`config.mk`:
```
export PLATFORM = sky130hd
export DESIGN_NAME = mat_mult_seq
export DESIGN_NICKNAME = d
export VERILOG_FILES = /design/src/rtl/mat_pkg.sv /design/src/rtl/mat_dot_row.sv /design/src/rtl/mat_mult_seq.sv
export SDC_FILE = /design/constraint.sdc
export NUM_CORES = 2
export LEC_CHECK = 0
export BUFFER_PORTS_ARGS = -buffer_cell sky130_fd_sc_hd__buf_2
export CORE_MARGIN = 8
export CORE_UTILIZATION = 35
export DETAILED_ROUTE_END_ITERATION = 8
export PLACE_DENSITY_LB_ADDON = 0.2
export SETUP_SLACK_MARGIN = 0.15
export SYNTH_ARGS = -nofsm -noshare
export SYNTH_HDL_FRONTEND = slang
export SYNTH_HIERARCHICAL = 1
export SYNTH_SLANG_ARGS = --single-unit
```
`constraint.sdc`:
```
create_clock -name clk -period 34.5 [get_ports clk]
set_input_delay 6.9 -clock clk [delete_from_list [all_inputs] [get_ports clk]]
set_output_delay 6.9 -clock clk [all_outputs]
set_load 0.01 [all_outputs]
```
`src/rtl/mat_pkg.sv`:
```
// Shared definitions for the matrix operation units: FSM states, accumulator sizing,
// flattened-bus element indexing and signed saturation limits.
package mat_pkg;

    typedef enum logic [1:0] {
        IDLE,
        CALC,
        DONE
    } state_t;

    // Accumulator width that holds a DIM-term sum of W x W signed products.
    function automatic int acc_w(input int w, input int dim);
        int lg;
        lg = 0;
        while ((1 << lg) < dim) lg++;
        return 2 * w + lg;
    endfunction

    // Element (0,0) sits in the MSBs of the flattened bus.
    function automatic int elem_lsb(input int r, input int c, input int dim, input int w);
        return w * (dim * dim - 1 - (r * dim + c));
    endfunction

    function automatic int sat_max(input int w);
        return (1 << (w - 1)) - 1;
    endfunction

    function automatic int sat_min(input int w);
        return -(1 << (w - 1));
    endfunction

endpackage

```
`src/rtl/mat_dot_row.sv`:
```
// Combinational signed dot product of DIM lane pairs; disabled lanes contribute nothing.
module mat_dot_row
    import mat_pkg::*;
#(
    parameter int DIM   = 5,
    parameter int W     = 8,
    parameter int ACC_W = acc_w(W, DIM)
) (
    input  logic [DIM*W-1:0]        a_row,
    input  logic [DIM*W-1:0]        b_col,
    input  logic [DIM-1:0]          lane_en,
    output logic signed [ACC_W-1:0] dot
);

    always_comb begin
        dot = '0;
        for (int k = 0; k < DIM; k++) begin
            if (lane_en[k]) begin
                dot = dot + ACC_W'($signed(a_row[k*W +: W])) * ACC_W'($signed(b_col[k*W +: W]));
            end
        end
    end

endmodule

```
`src/rtl/mat_mult_seq.sv`:
```
// Sequential signed matrix multiplier, one result element per cycle.
// Define MAT_SATURATE_EN to clamp overflowing elements instead of wrapping them.
module mat_mult_seq
    import mat_pkg::*;
#(
    parameter int DIM = 5,
    parameter int W   = 8
) (
    input  logic                       clk,
    input  logic                       rst,
    input  logic                       start,
    input  logic [$clog2(DIM+1)-1:0]   mat_size,
    input  logic [DIM*DIM*W-1:0]       lin,
    input  logic [DIM*DIM*W-1:0]       col,
    output logic [DIM*DIM*W-1:0]       n_out,
    output logic                       busy,
    output logic                       done,
    output logic                       ovf
);

    localparam int SW    = $clog2(DIM + 1);
    localparam int N     = DIM * DIM * W;
    localparam int ACC_W = acc_w(W, DIM);
    localparam logic signed [ACC_W-1:0] MAX_V = ACC_W'(sat_max(W));
    localparam logic signed [ACC_W-1:0] MIN_V = ACC_W'(sat_min(W));

    state_t                  state;
    logic [N-1:0]            a_reg;
    logic [N-1:0]            b_reg;
    logic [SW-1:0]           s_reg;
    logic [SW-1:0]           s_eff;
    logic [SW-1:0]           row_idx;
    logic [SW-1:0]           col_idx;
    logic [DIM*W-1:0]        a_row;
    logic [DIM*W-1:0]        b_col;
    logic [DIM-1:0]          lane_en;
    logic signed [ACC_W-1:0] dot;
    logic [W-1:0]            elem_val;
    logic                    elem_ovf;
    logic                    last_col;
    logic                    last_row;

    // Out-of-range sizes (0 or above DIM) select the full matrix.
    assign s_eff    = (mat_size == '0 || mat_size > SW'(DIM)) ? SW'(DIM) : mat_size;
    assign last_col = (col_idx == s_reg - SW'(1));
    assign last_row = (row_idx == s_reg - SW'(1));

    always_comb begin
        a_row   = '0;
        b_col   = '0;
        lane_en = '0;
        for (int k = 0; k < DIM; k++) begin
            a_row[k*W +: W] = a_reg[elem_lsb(int'(row_idx), k, DIM, W) +: W];
            b_col[k*W +: W] = b_reg[elem_lsb(k, int'(col_idx), DIM, W) +: W];
            lane_en[k]      = (k < int'(s_reg));
        end
    end

    mat_dot_row #(
        .DIM   (DIM),
        .W     (W),
        .ACC_W (ACC_W)
    ) u_dot_row (
        .a_row   (a_row),
        .b_col   (b_col),
        .lane_en (lane_en),
        .dot     (dot)
    );

    always_comb begin
        elem_ovf = (dot > MAX_V) || (dot < MIN_V);
`ifdef MAT_SATURATE_EN
        if (dot > MAX_V) begin
            elem_val = MAX_V[W-1:0];
        end else if (dot < MIN_V) begin
            elem_val = MIN_V[W-1:0];
        end else begin
            elem_val = dot[W-1:0];
        end
`else
        elem_val = dot[W-1:0];
`endif
    end

    always_ff @(posedge clk or posedge rst) begin
        if (rst) begin
            state   <= IDLE;
            a_reg   <= '0;
            b_reg   <= '0;
            s_reg   <= '0;
            row_idx <= '0;
            col_idx <= '0;
            n_out   <= '0;
            busy    <= 1'b0;
            done    <= 1'b0;
            ovf     <= 1'b0;
        end else begin
            case (state)
                IDLE: begin
                    done <= 1'b0;
                    if (start) begin
                        a_reg   <= lin;
                        b_reg   <= col;
                        s_reg   <= s_eff;
                        row_idx <= '0;
                        col_idx <= '0;
                        n_out   <= '0;
                        ovf     <= 1'b0;
                        busy    <= 1'b1;
                        state   <= CALC;
                    end
                end
                CALC: begin
                    n_out[elem_lsb(int'(row_idx), int'(col_idx), DIM, W) +: W] <= elem_val;
                    ovf <= ovf | elem_ovf;
                    if (last_col) begin
                        col_idx <= '0;
                        if (last_row) begin
                            state <= DONE;
                        end else begin
                            row_idx <= row_idx + SW'(1);
                        end
                    end else begin
                        col_idx <= col_idx + SW'(1);
                    end
                end
                DONE: begin
                    done  <= 1'b1;
                    busy  <= 1'b0;
                    state <= IDLE;
                end
                default: begin
                    state <= IDLE;
                end
            endcase
        end
    end

endmodule

```
# After elaboration in Yosys (flattened, before gate mapping)
# Index checks and enable logic that the tools add are counted.
# op_classes
add_sub_neg	28
mul	6
order_cmp	8
n_eq_ne	8
n_shift	12
muxes	24
bitwise	1
n_reduce_logical	11
# ops
op	count
$shiftx 200x32->8	5
$shiftx 200x9->8	4
$pmux 200 s2	1
$bwmux 200	1
$mux 200	1
$shift 8x33->200 const A	1
$shiftx 200x10->8	1
$shiftx 8x33->200	1
$sub 6x29->29 const A	5
$mux 19	5
$mul 8x8->16	5
$add 19x19->19	4
$neg 11->33	1
$gt 19x8->1 const B	1
$lt 19x8->1 const B	1
$mux 3	5
$add 6x2->7 const B	2
$pmux 3 s2	2
$sub 5x5->6 const A	2
$add 4x3->5 const A	2
$ne 2x2->1 const B	4
$sub 5x7->8 const A	1
$add 6x1->7 const B	1
$add 6x3->7	1
other kinds (28)	41
# totals
regBits	614
inputBits	406
output_inout_bits	203
word_cells	108

# Logic depth before layout (Yosys ltp)
# depth
ltp_word	17
ltp_mapped	89
depth_no_buf	83

# Hierarchy
# Netlist, hierarchy kept.
# modules_own_cells
mod	instances	cells_per_inst	area_each_um2	seq_area_each_um2
mat_mult_seq	1	3753	35571.6	15364.7
mat_dot_row	1	1904	16951.3	0.0

# Worst setup path before layout
# No wires, ideal clock.
# synth_path
kind	flip-flop to flip-flop
startpoint	register col_idx[1]
endpoint	register ovf
t_arrival_ps	21674
t_required_ps	34378
path_slack_ps	12704
path_stages_with_launch	80
path_buffers	6
period_less_slack_ps	21796
cell_sequence	dfrtp_1 -> clkbuf_1 -> clkbuf_1 -> clkbuf_1 -> buf_1 -> inv_1 -> ha_1 -> buf_1 -> clkbuf_1 -> nor4b_1 -> nand2_1 -> nand2_1 -> nand2_1 -> fa_1 -> fa_1 -> inv_1 -> fa_1 -> inv_1 -> [... 44 more ...] -> mux2i_1 -> fa_1 -> fa_1 -> inv_1 -> fa_1 -> inv_1 -> fa_1 -> inv_1 -> ha_1 -> ha_1 -> nand2_1 -> o31ai_1 -> xnor2_1 -> nand2_1 -> xnor3_1 -> nand4_1 -> or3_1 -> a32o_1
# synth_between
elab_chain_cells	16
word_cells_on_any_way	33
cone_classes	13 x add/sub; 5 x mul; 2 x order compare; 5 x shift; 6 x mux; 1 x bitwise; 1 x reduce/logical
# synth_rtl
item	line_no	rtl
start, declared	mat_mult_seq.sv:33	logic [SW-1:0] col_idx;
start signal, assigned	mat_mult_seq.sv:124	col_idx <= col_idx + SW'(1);
$sub 5x3->6 *	mat_pkg.sv:21	return w * (dim * dim - 1 - (r * dim + c));
$shiftx 200x9->8 *	mat_mult_seq.sv:54	b_col[k*W +: W] = b_reg[elem_lsb(k, int'(col_idx), DIM, W) +: W];
via b_col[6]	mat_mult_seq.sv:35	logic [DIM*W-1:0] b_col;
$mul 8x8->16 *	mat_dot_row.sv:19	dot = dot + ACC_W'($signed(a_row[k*W +: W])) * ACC_W'($signed(b_col[k*W +: W]));
$mux 19 *	mat_dot_row.sv:18	if (lane_en[k]) begin
$add 19x19->19	mat_dot_row.sv:19	
$mux 19 *	mat_dot_row.sv:18	
$add 19x19->19	mat_dot_row.sv:19	
[... 2 more ...]	-	
$mux 19 *	mat_dot_row.sv:18	
$add 19x19->19	mat_dot_row.sv:19	
$mux 19 *	mat_dot_row.sv:18	
via dot[18]	mat_mult_seq.sv:37	logic signed [ACC_W-1:0] dot;
$gt 19x8->1 / $lt 19x8->1 (equally long branches)	mat_mult_seq.sv:71	elem_ovf = (dot > MAX_V) || (dot < MIN_V);
$logic_or 1x1->1 *	mat_mult_seq.sv:71	
$or 1x1->1 *	mat_mult_seq.sv:115	ovf <= ovf | elem_ovf;
$pmux 1 s2 *	mat_mult_seq.sv:98	case (state)
end signal, assigned	mat_mult_seq.sv:115	
end, declared	mat_mult_seq.sv:18	output logic ovf
# The timed path passes the listed nets; every way through them passes the cells marked *.
# A chain may end at the register's enable or synchronous reset.

# Worst setup path after layout
# layout_path
startpoint	register row_idx[0]
endpoint	register ovf
# layout_between
elab_chain_cells	17
word_cells_on_any_way	34
cone_classes	13 x add/sub; 6 x mul; 2 x order compare; 5 x shift; 6 x mux; 1 x bitwise; 1 x reduce/logical
# layout_rtl
item	line_no	rtl
start, declared	mat_mult_seq.sv:32	logic [SW-1:0] row_idx;
start signal, assigned	mat_mult_seq.sv:121	row_idx <= row_idx + SW'(1);
$mul 3x3->6 *	mat_pkg.sv:21	
$sub 6x29->29 *	mat_pkg.sv:21	
$shiftx 200x32->8 *	mat_mult_seq.sv:53	a_row[k*W +: W] = a_reg[elem_lsb(int'(row_idx), k, DIM, W) +: W];
via a_row[7]	mat_mult_seq.sv:34	logic [DIM*W-1:0] a_row;
$mul 8x8->16 *	mat_dot_row.sv:19	
$mux 19 *	mat_dot_row.sv:18	
$add 19x19->19	mat_dot_row.sv:19	
$mux 19 *	mat_dot_row.sv:18	
[... 3 more ...]	-	
$mux 19 *	mat_dot_row.sv:18	
$add 19x19->19	mat_dot_row.sv:19	
$mux 19 *	mat_dot_row.sv:18	
via dot[18]	mat_mult_seq.sv:37	
$gt 19x8->1 / $lt 19x8->1 (equally long branches)	mat_mult_seq.sv:71	
$logic_or 1x1->1 *	mat_mult_seq.sv:71	
$or 1x1->1 *	mat_mult_seq.sv:115	
$pmux 1 s2 *	mat_mult_seq.sv:98	
# Marked as above.

==> key figures <==
Outcome
  • Status: complete, no violations

Route
  • Vias per std cell: 5.250
  • Vias post-DR: 43110
  • Total Wirelength: 188800 microns
  • Routed Antenna Nets: 0
  • Initial DRC Count: 3854
  • DR WL/cell: 22.99 microns
  • Remaining DRCs: 0
  • 1st-pass router iterations: 6

Global routing
  • Total track usage: 0.2280
  • Antenna violations before repair: 14
  • First-pass GRT wire length: 285100 microns
  • Largest net degree at the start of global routing: 229
  • Vias in the first global route: 44010
  • Grt ovf: 0

Final layout
  • Design area: 60100 sq um
  • Share of layout cells above drive strength 1: 0.1938
  • Storage cell area: 15380 sq um
  • Fin nets: 7168
  • Fillers: 15120
  • Multi-input logic area: 33980 sq um
  • Area grow syn2layout: 14.43%

Placed design
  • DP HPWL: 151000 microns
  • IO Port Bufs: 608
  • GPL Wtd Cong: 0.9635
  • Placed Area: 57790 sq um

STA
  • Period utilization: 0.7016
  • Final min period: 24.20 ns
  • RSZ-0062 raised after global routing: no
  • Final hold vios: 0
  • Worst Skew: 0.04410 ns
  • FMAX: 0.04132 GHz
  • Slew Limit Fails: 0
  • Setup violators final: 0
  • Total Neg Setup Slack: 0 ns
  • Worst slew pin tran: 1.222 ns
  • Relative slew slack: 0.1854

Yosys
  • Synth Area in Simple Gates: 0.1909
  • Synth Area in Compound Gates: 0.07149
  • Mux cell area share after synthesis: 0.1543
  • Number of flops mapped to enable cells by yosys: 0
  • Most instantiated library cell after synthesis: nand2_1
  • Synth top cells by count: 1631 x nand2_1, 614 x dfrtp_1, 563 x inv_1
  • Flop and latch count out of synthesis: 614
  • Synth Area in Adders: 0.2046
  • Synth Area per Inst: 9.285 sq um
  • Synth unique cells: 81
  • Synth Area in XOR/XNOR: 0.02339
  • Synth warn: 6
  • Cell count after synthesis: 5657
  • Yosys top cell by area: dfrtp_1
  • Synth top area share: 0.2925
  • Synth Net Count: 6689
  • Post-synthesis async set-or-reset flop share: 1.000
  • Main synth FF type: dfrtp_1
  • Synth area leaders: dfrtp_1 29%, fa_1 15%, nand2_1 12%
  • Post-Synthesis Cell Area: 52520 sq um
  • Largest family of logic cells by synthesized area: adder cells
  • Seq/Total Area, Yosys: 0.2925

Floorplan
  • Core area: 149400 sq um
  • Die area: 162700 sq um
  • Die Y: 403.4 microns
  • Die Width: 403.4 microns
  • I/O pin count: 609
  • Row count: 142
  • Starting Density: 0.3515

Critical path
  • Worst Setup End Kind: register
  • WP data required: 35.07 ns
  • Worst Path Max Fanout: 75
  • Cell at the slowest stage of the critical path: a211oi_1
  • Max incr delay on CP: 0.97 ns
  • CP Launch Type: register
  • Crit path kind: register to register
  • Crit path DAT: 24.77 ns
  • Most used cell, CP: fa_1

Clock tree
  • CTS Buf Count: 70
  • Max clock buf depth: 3
  • CTS resizes: 0
  • Clock Tree Root: clkbuf_16
  • Post-CTS Hold Fix Bufs: 0
  • Worst-Skew Late Latency: 0.68 ns
  • CTS clk-pin slew, worst paths: 0.07 ns
  • Clk sink count: 614
  • H-Tree Depth: 3
  • Post-CTS Setup Repair Bufs: 0
  • TritonCTS clock tree: done

Worst hold path
  • HP Class: register to register

Job
  • Maxcap violations: 0
==> critical path, delay by kind of cell, from the launching register on <==
family | cells | cell delay, ns
compound gates | 14 | 3.84
simple gates | 14 | 1.98
flops | 1 | 0.94
xor+xnor | 6 | 1.23
mux | 3 | 0.72
buf+inv | 12 | 1.64
fa+ha+maj | 30 | 13.61
==> final cells by class <==
type / instances / share of cell area
Sequential cell: 614 / 0.2558
Clock buffer: 93 / 0.03310
Timing Repair Buffer: 698 / 0.06270
Antenna cell: 9 / 0.0003747
Multi-Input combinational cell: 4184 / 0.5654
Inverter: 568 / 0.03560
Clock inverter: 30 / 0.004976
Tap cell: 2016 / 0.04197
==> cells by family (layout without fill, tap and decap cells) <==
| group | count (synthesis) | in the layout |
|---|---|---|
| other cells | 0 | 9 |
| flops | 614 | 614 |
| mux | 474 | 474 |
| compound gates | 604 | 604 |
| xor+xnor | 132 | 132 |
| buf+inv | 859 | 1389 |
| fa+ha+maj | 626 | 626 |
| simple gates | 2348 | 2348 |
==> final timing paths <==
kind	start	endpoint	depth (start not counted)	slack (ns)
setup / recovery	row_idx[0]	ovf	79	10.30
setup reg to reg	row_idx[0]	ovf	79	10.30
max in group asynchronous	rst	a_reg[193]	5	24.96
hold reg to reg	b_reg[171]	b_reg[171]	2	0.47
min in group asynchronous	rst	b_reg[72]	2	6.31
hold / removal	b_reg[171]	b_reg[171]	2	0.47
==> layer usage <==
metal  vias to the layer above  GRT usage  share of wire
met5                         -          0       0.000069
met1                     21690     0.3160           0.44
met3                       273    0.04135          0.070
met4                         2    0.07754          0.037
met2                      1443     0.3603           0.46
li1                      19700          -              -
==> cell usage in the layout (no fill, tap or decap), types with 77 or more instances in the layout <==
cell type  instances
buf_2            608
mux2_2            77
xnor2_1           86
inv_1            562
fa_1             388
o21ai_0          231
buf_4             86
and2_1           180
ha_1             236
a21oi_1          118
nand3_1          180
mux2i_1          137
nor2_1           144
mux4_2           257
dfrtp_1          611
nand2_1         1631
==> stage by stage <==
stage | util | cells | hold WS [ns] | setup WS [ns]
final | 0.4022 | 8212 | 0.4703 | 10.30
after CTS | 0.4021 | 8203 | 0.4733 | 10.37
after global placement | 0.3868 | 8080 | 0.4574 | 10.75
after floorplan | - | 5657 | 0.4401 | 10.41
after global routing | 0.4021 | 8207 | 0.5138 | 8.749
after detailed placement | 0.3868 | 8080 | 0.4582 | 10.34
Power is not shown: default switching activity piles up to over one toggle a cycle in this logic, so the estimate is an artifact.
